`src/rtl/tile_spawn_controller.sv`:
```
// Places one new 2048 tile per request: random sampling of the frozen empty-cell
// mask, with a deterministic wrap-around scan once the random attempts run out.
module tile_spawn_controller #(
    parameter int MAX_TRIES   = 4,
    parameter int FOUR_THRESH = 2
) (
    input  logic        clk,
    input  logic        rst,
    input  logic        start,
    input  logic [15:0] empty_mask,
    input  logic [31:0] rand_in,
    output logic        busy,
    output logic        wr_en,
    output logic [3:0]  wr_pos,
    output logic [3:0]  wr_exp,
    output logic        done,
    output logic        board_full
);

    typedef enum logic [2:0] {
        S_IDLE   = 3'd0,
        S_CHECK  = 3'd1,
        S_SAMPLE = 3'd2,
        S_SCAN   = 3'd3,
        S_WRITE  = 3'd4,
        S_DONE   = 3'd5
    } state_t;

    // Exponent 2 ("4" tile) when the random nibble falls under the threshold.
    function automatic logic [3:0] tile_exp(input logic [3:0] nib);
        logic [3:0] e;
        if ({1'b0, nib} < 5'(FOUR_THRESH)) begin
            e = 4'd2;
        end else begin
            e = 4'd1;
        end
        return e;
    endfunction

    state_t      state_r, state_s;
    logic [15:0] mask_q_r, mask_q_s;
    logic [3:0]  tries_r, tries_s;
    logic [3:0]  scan_ptr_r, scan_ptr_s;
    logic [3:0]  wr_pos_r, wr_pos_s;
    logic [3:0]  wr_exp_r, wr_exp_s;
    logic        board_full_r, board_full_s;
    logic [3:0]  cand_s;
    logic        rand_unused_s;

    assign cand_s        = rand_in[3:0];
    assign rand_unused_s = ^rand_in[31:8];

    // State register and datapath registers.
    always_ff @(posedge clk or negedge rst) begin
        if (!rst) begin
            state_r      <= S_IDLE;
            mask_q_r     <= 16'h0000;
            tries_r      <= 4'd0;
            scan_ptr_r   <= 4'd0;
            wr_pos_r     <= 4'd0;
            wr_exp_r     <= 4'd0;
            board_full_r <= 1'b0;
        end else begin
            state_r      <= state_s;
            mask_q_r     <= mask_q_s;
            tries_r      <= tries_s;
            scan_ptr_r   <= scan_ptr_s;
            wr_pos_r     <= wr_pos_s;
            wr_exp_r     <= wr_exp_s;
            board_full_r <= board_full_s;
        end
    end

    // Next-state and next-datapath decode.
    always_comb begin
        state_s      = state_r;
        mask_q_s     = mask_q_r;
        tries_s      = tries_r;
        scan_ptr_s   = scan_ptr_r;
        wr_pos_s     = wr_pos_r;
        wr_exp_s     = wr_exp_r;
        board_full_s = board_full_r;
        case (state_r)
            S_IDLE: begin
                if (start) begin
                    mask_q_s     = empty_mask;
                    tries_s      = 4'd0;
                    board_full_s = 1'b0;
                    state_s      = S_CHECK;
                end else begin
                    state_s = S_IDLE;
                end
            end
            S_CHECK: begin
                if (mask_q_r == 16'h0000) begin
                    board_full_s = 1'b1;
                    state_s      = S_DONE;
                end else begin
                    state_s = S_SAMPLE;
                end
            end
            S_SAMPLE: begin
                if (mask_q_r[cand_s]) begin
                    wr_pos_s = cand_s;
                    wr_exp_s = tile_exp(rand_in[7:4]);
                    state_s  = S_WRITE;
                end else if (tries_r == 4'(MAX_TRIES - 1)) begin
                    // Scan starts just past the last rejected candidate.
                    scan_ptr_s = cand_s + 4'd1;
                    state_s    = S_SCAN;
                end else begin
                    tries_s = tries_r + 4'd1;
                end
            end
            S_SCAN: begin
                if (mask_q_r[scan_ptr_r]) begin
                    wr_pos_s = scan_ptr_r;
                    wr_exp_s = tile_exp(rand_in[7:4]);
                    state_s  = S_WRITE;
                end else begin
                    scan_ptr_s = scan_ptr_r + 4'd1;
                end
            end
            S_WRITE: state_s = S_DONE;
            S_DONE:  state_s = S_IDLE;
            default: state_s = S_IDLE;
        endcase
    end

    assign busy       = (state_r != S_IDLE);
    assign wr_en      = (state_r == S_WRITE);
    assign done       = (state_r == S_DONE);
    assign wr_pos     = wr_pos_r;
    assign wr_exp     = wr_exp_r;
    assign board_full = board_full_r;

endmodule

```
`config.mk`:
```
export PLATFORM = sky130hd
export DESIGN_NAME = tile_spawn_controller
export DESIGN_NICKNAME = d
export VERILOG_FILES = /design/src/rtl/tile_spawn_controller.sv
export SDC_FILE = /design/constraint.sdc
export NUM_CORES = 1
export LEC_CHECK = 0
export ABC_CLOCK_PERIOD_IN_PS = 5200
export BUFFER_PORTS_ARGS = -buffer_cell sky130_fd_sc_hd__buf_2
export CELL_PAD_IN_SITES_DETAIL_PLACEMENT = 2
export CELL_PAD_IN_SITES_GLOBAL_PLACEMENT = 2
export CORE_MARGIN = 5
export CORE_UTILIZATION = 30
export CTS_CLUSTER_DIAMETER = 50
export DETAILED_ROUTE_END_ITERATION = 7
export GPL_TIMING_DRIVEN = 0
export PLACE_DENSITY = 0.8
export SYNTH_ARGS = -nofsm -noshare
export SYNTH_HDL_FRONTEND = slang
export SYNTH_SLANG_ARGS = --single-unit
```
`constraint.sdc`:
```
create_clock -name clk -period 5.2 [get_ports clk]
set_input_delay 0.52 -clock clk [delete_from_list [all_inputs] [get_ports clk]]
set_output_delay 0.52 -clock clk [all_outputs]
set_load 0.1 [all_outputs]
```
After elaboration in Yosys (flattened, before gate mapping)
Cells that the tools add are included.
Widths: inputs -> output; s select.
Cells by class
  magnitude comparators: 3
  equal/unequal tests: 15
  muxes and demuxes: 28
  $add $sub $neg: 3
  reductions and logical operators: 12
Operators with widths (count)
  $mux 4: 10
  $pmux 4 s2: 4
  $logic_not 16->1: 1
  $ne 2x2->1 const B: 8
  $pmux 3 s5: 1
  $add 4x1->4 const B: 3
  $mux 3: 4
  $lt 4x5->1 const B: 2
  $bmux 1 s4: 2
  $reduce_and 4->1: 2
  $eq 3x2->1 const B: 2
  $eq 3x3->1 const B: 2
  $reduce_and 3->1: 2
  $reduce_bool 2->1: 3
  $mux 1: 5
  $eq 4x2->1 const B: 1
  $lt 4x2->1 const B: 1
  $reduce_and 2->1: 2
  $eq 3x1->1 const B: 1
  $logic_not 3->1: 1
  $ne 3x3->1 const B: 1
  $reduce_bool 3->1: 1
  $mux 2: 1
  $pmux 1 s2: 1
Word-level totals
  register bits: 36
  word-level logic and storage cells: 68
  output and inout bits: 12
  bits of input ports: 51

Logic depth before layout (Yosys ltp)
  word-level depth: 4
  depth in mapped cells: 10
  depth with buffers taken out: 8

Worst setup path after synthesis
No wires, ideal clock.
  kind: reg2out
  start point: register state_r[2]
  end point: output port done
  arrival: 2888 ps
  path slack: 1792 ps
  required time: 4680 ps
  stages on the path, launching flop included: 4
  buffers on the path: 1
  cells stage by stage: dfrtp_1 > clkbuf_1 > inv_1 > nor3b_1
Between the ends
  word-level cells in the longest chain between the ends: 1
Ends and longest elaborated chain
  from (decl): RTL line 40  | state_t state_r, state_s;
  from (signal assigned): RTL line 64  | state_r <= state_s;
  $eq 3x3->1: RTL line 132  | assign done = (state_r == S_DONE);
  to (decl): RTL line 16  | output logic done,
Every way passes these cells.

Worst setup path after layout
  start point: register scan_ptr_r[2]
  end point: register scan_ptr_r[1]
Between the ends
  word-level cells in the longest chain between the ends: 4
Ends and longest elaborated chain
  from (decl): RTL line 43  | logic [3:0] scan_ptr_r, scan_ptr_s;
  from (signal assigned): RTL line 67  | scan_ptr_r <= scan_ptr_s;
  $bmux 1 s4: RTL line 116  | if (mask_q_r[scan_ptr_r]) begin
  $mux 1 (not written as such): RTL line 116
  $ne 2x2->1 (no line)
  $reduce_and 4->1 (no line)
Every way passes these cells. The select of a mux whose other input is x is not followed.
A chain may end at the register's enable or synchronous reset.

==> qor.csv <==
stage;metric;value;unit
route;wl_per_cell;17.4;um
synthesis;synth_top_area_share;0.419;
sta;relSlewSlack;0.478;
critical_path;rrSetupSlack;2.69;ns
finish;nNetsFinal;269;
die;start_util;0.304;
synthesis;syn_area;2030;um^2
power_and_ir_drop;p_leak;0.00103;uW
critical_path;r2r_end;scan_ptr_r[1];
sta;hold_violations;0;
finish;multiInputGateArea;1100;um^2
sta;fin_crit_sh;0.482;
route;wl_met1;2310;um
sta;setup_tns;0;ns
route;drt_wl_total;5170;um
die;die_y;92.3;um
synthesis;synth_seq_cells;34;
synthesis;synth.distinct_cells;48;
finish;fill_cells;716;
sta;timing.final.ws_setup;2.69;ns
clocking;cts_setup_buffers;0;
critical_path;crit_top_cell;mux4_2;
synthesis;synth-edff-count;0;
die;design.core.area;6680;um^2
finish;ff_latch_area;851;um^2
placed_design;gp_congestion;0.751;
sta;setup_viol;0;
run_status;outcome;finished clean;
critical_path;reg2regPathDepth;6;
synthesis;synth_top_flop_cell;dfrtp_1;
clocking;htreeDepth;2;
route;dr.pass1.iters;4;
worst_hold_path;hold_path_class;input pin to asynchronous set/reset pin;
finish;drive_above_1_share;0.373;
critical_path;crit_chain;buf_1 -> mux4_2 -> mux4_2 -> or2_4 -> nand2_4 -> mux2_4;
sta;rsz0062_at_grt;no;
clocking;ctsHoldBuffers;0;
clocking;clk_pin_slew;0.07;ns
sta;fmax;399;MHz
synthesis;synth_top_cell_by_area;dfrtp_1;
synthesis;synth_warnings;0;
critical_path;max_stage_delay;0.53;ns
critical_path;crit_fanout;10;
route;highest_layer;met4;
sta;finalCriticalPeriod;2.51;ns
placed_design;port_buffers;32;
route;vias_per_cell;5.26;
clocking;insertion_delay;0.29;ns
placed_design;place_hpwl;4080;um
synthesis;avgSynthCellArea;11.5;um^2
die;ios;63;
synthesis;syn_inst;176;
critical_path;path_class;flop to flop;
critical_path;crit_start;scan_ptr_r[2];
critical_path;end_kind;flop;
critical_path;start_kind;flop;
critical_path;cp.arrival;2.68;ns
power_and_ir_drop;powerDensity;674;nW/um^2
clocking;cts_sinks;34;
clocking;clk_path_buf_depth;2;
route;vias;1562;
global_routing;grt_antenna_before_repair;0;
critical_path;required;5.38;ns
sta;finalHoldWorstSlack;0.311;ns
global_routing;grt_usage;0.132;
global_routing;grt_pass1_vias;1826;
flow_run;drv_cap;0;
sta;skew;0.00641;ns
critical_path;crit_path_top_delay_cell;mux4_2;
route;wl_met2;2620;um
critical_path;cp-endpoint;scan_ptr_r[1];
die;die_area;8520;um^2
route;antenna_left;0;
finish;final_cells;297;
power_and_ir_drop;ir_drop;0.222;mV
global_routing;grt_max_degree;35;
route;wl_met3;186;um
finish;syn_to_final_growth;17.5;%
finish;antenna-diode-count;0;
die;die-width;92.3;um
clocking;cts-resized-gates;0;
route;drc;0;
placed_design;dp.cells;289;
synthesis;synth_top_cells_by_area;dfrtp_1 42%, mux2_2 11%, mux4_2 10%;
synthesis;ys_async_sr_fraction;1.00;
clocking;clockRootBuffer;clkbuf_8;
global_routing;grt_remaining_overflow;0;
critical_path;r2r-start;scan_ptr_r[2];
clocking;cts_inserted_buffers;5;
global_routing;grt_first_pass_wirelength;9030;um
clocking;cts_tree;built;
die;fp-row-count;30;
sta;final_max_slew_viol_count;0;
placed_design;dpl_worst_slack;2.68;ns
sta;worst_pin_slew;0.783;ns
route;drt_iter0_drc;37;
synthesis;synth-seq-area-share;0.419;
[critical path: cells and delay by family (launching register included)]
| family | cells | cell delay [ns] |
|---|---|---|
| multiplexers | 3 | 1.22 |
| buffers and inverters | 1 | 0.40 |
| flip-flops | 1 | 0.40 |
| AND/OR/NAND/NOR | 2 | 0.38 |
[per-stage QoR]
stage / total power, uW / util / area, um^2
after detailed placement: 1430 / 0.344 / 2300
after floorplan: 1230 / - / 2040
final: 1610 / 0.357 / 2390
after global routing: 1730 / 0.357 / 2390
after global placement: 1400 / 0.344 / 2300
after CTS: 1630 / 0.357 / 2390
[state kept, by name, indices dropped and copies added (netlist names)]
| name | count |
|---|---|
| tries_r | 4 |
| mask_q_r | 16 |
| wr_pos | 4 |
| wr_exp | 2 |
| state_r | 3 |
| board_full | 1 |
| scan_ptr_r | 4 |
[cells in the mapped netlist (2+ instances only)]
library cell	number
mux2_4	4
nor4_1	5
ha_1	2
nor3b_1	4
nand2b_1	2
mux2_2	19
clkbuf_1	9
dfrtp_1	34
nor2_1	8
and3_1	3
o31ai_1	2
mux2i_1	6
o311ai_1	2
mux4_2	9
a21oi_1	3
buf_4	2
o221a_1	2
a21o_1	2
nor3_1	3
inv_1	3
nand2_1	15
a41oi_1	2
o21ai_0	4
nand3_1	5
or3_1	3
[layer usage]
metal / vias to the layer above / track usage
li1: 750 / -
met3: 5 / 0.0317
met1: 779 / 0.159
met5: - / 0
met2: 28 / 0.237
met4: 0 / 0.0334
[worst min path at each step]
| stage | slack (ns) | to | cells past startpoint |
|---|---|---|---|
| 2_1_floorplan | 0.22 | board_full | 0 |
| 3_3_place_gp | 0.48 | wr_pos[3] | 1 |
| 3_5_place_dp | 0.49 | wr_pos[3] | 1 |
| 4_1_cts | 0.34 | mask_q_r[2] | 1 |
| 5_1_grt | 0.39 | wr_pos[1] | 1 |
| 6_report | 0.31 | mask_q_r[10] | 1 |
[cell usage in the layout, fill, tap and decap left out, drive strengths merged, types with 3 or more instances in the layout]
cell type	instances
buf	37
dfrtp	34
mux2	23
nand2	17
clkbuf	16
mux4	9
nor2	8
mux2i	6
nor4	5
nand3	5
o21ai	5
nor3b	4
or3	3
inv	3
nor3	3
and3	3
a21oi	3
[kinds of logic after synthesis]
family                     after synthesis  synth area share
adders and majority gates                2            0.0123
DFF                                     34             0.419
other                                    1           0.00185
muxes                                   38             0.264
AOI/OAI and AO/OA                       29             0.117
buffers and inverters                   17            0.0394
and+or+nand+nor                         55             0.147
[final cells by class]
cell class                      count  area share
Multi-Input combinational cell    126       0.463
Sequential cell                    34       0.356
Timing Repair Buffer               32      0.0671
Tap cell                           80      0.0419
Clock buffer                        7      0.0362
Buffer                             14      0.0288
Inverter                            3     0.00472
Clock inverter                      1     0.00210
[power by group]
part,leakage [uW],internal [uW],switching (uW)
Sequential,0.000409,385,116
Combinational,0.000574,363,542
Clock,0.0000482,107,96.0
Note: power is estimated with default switching activity, not from simulation.
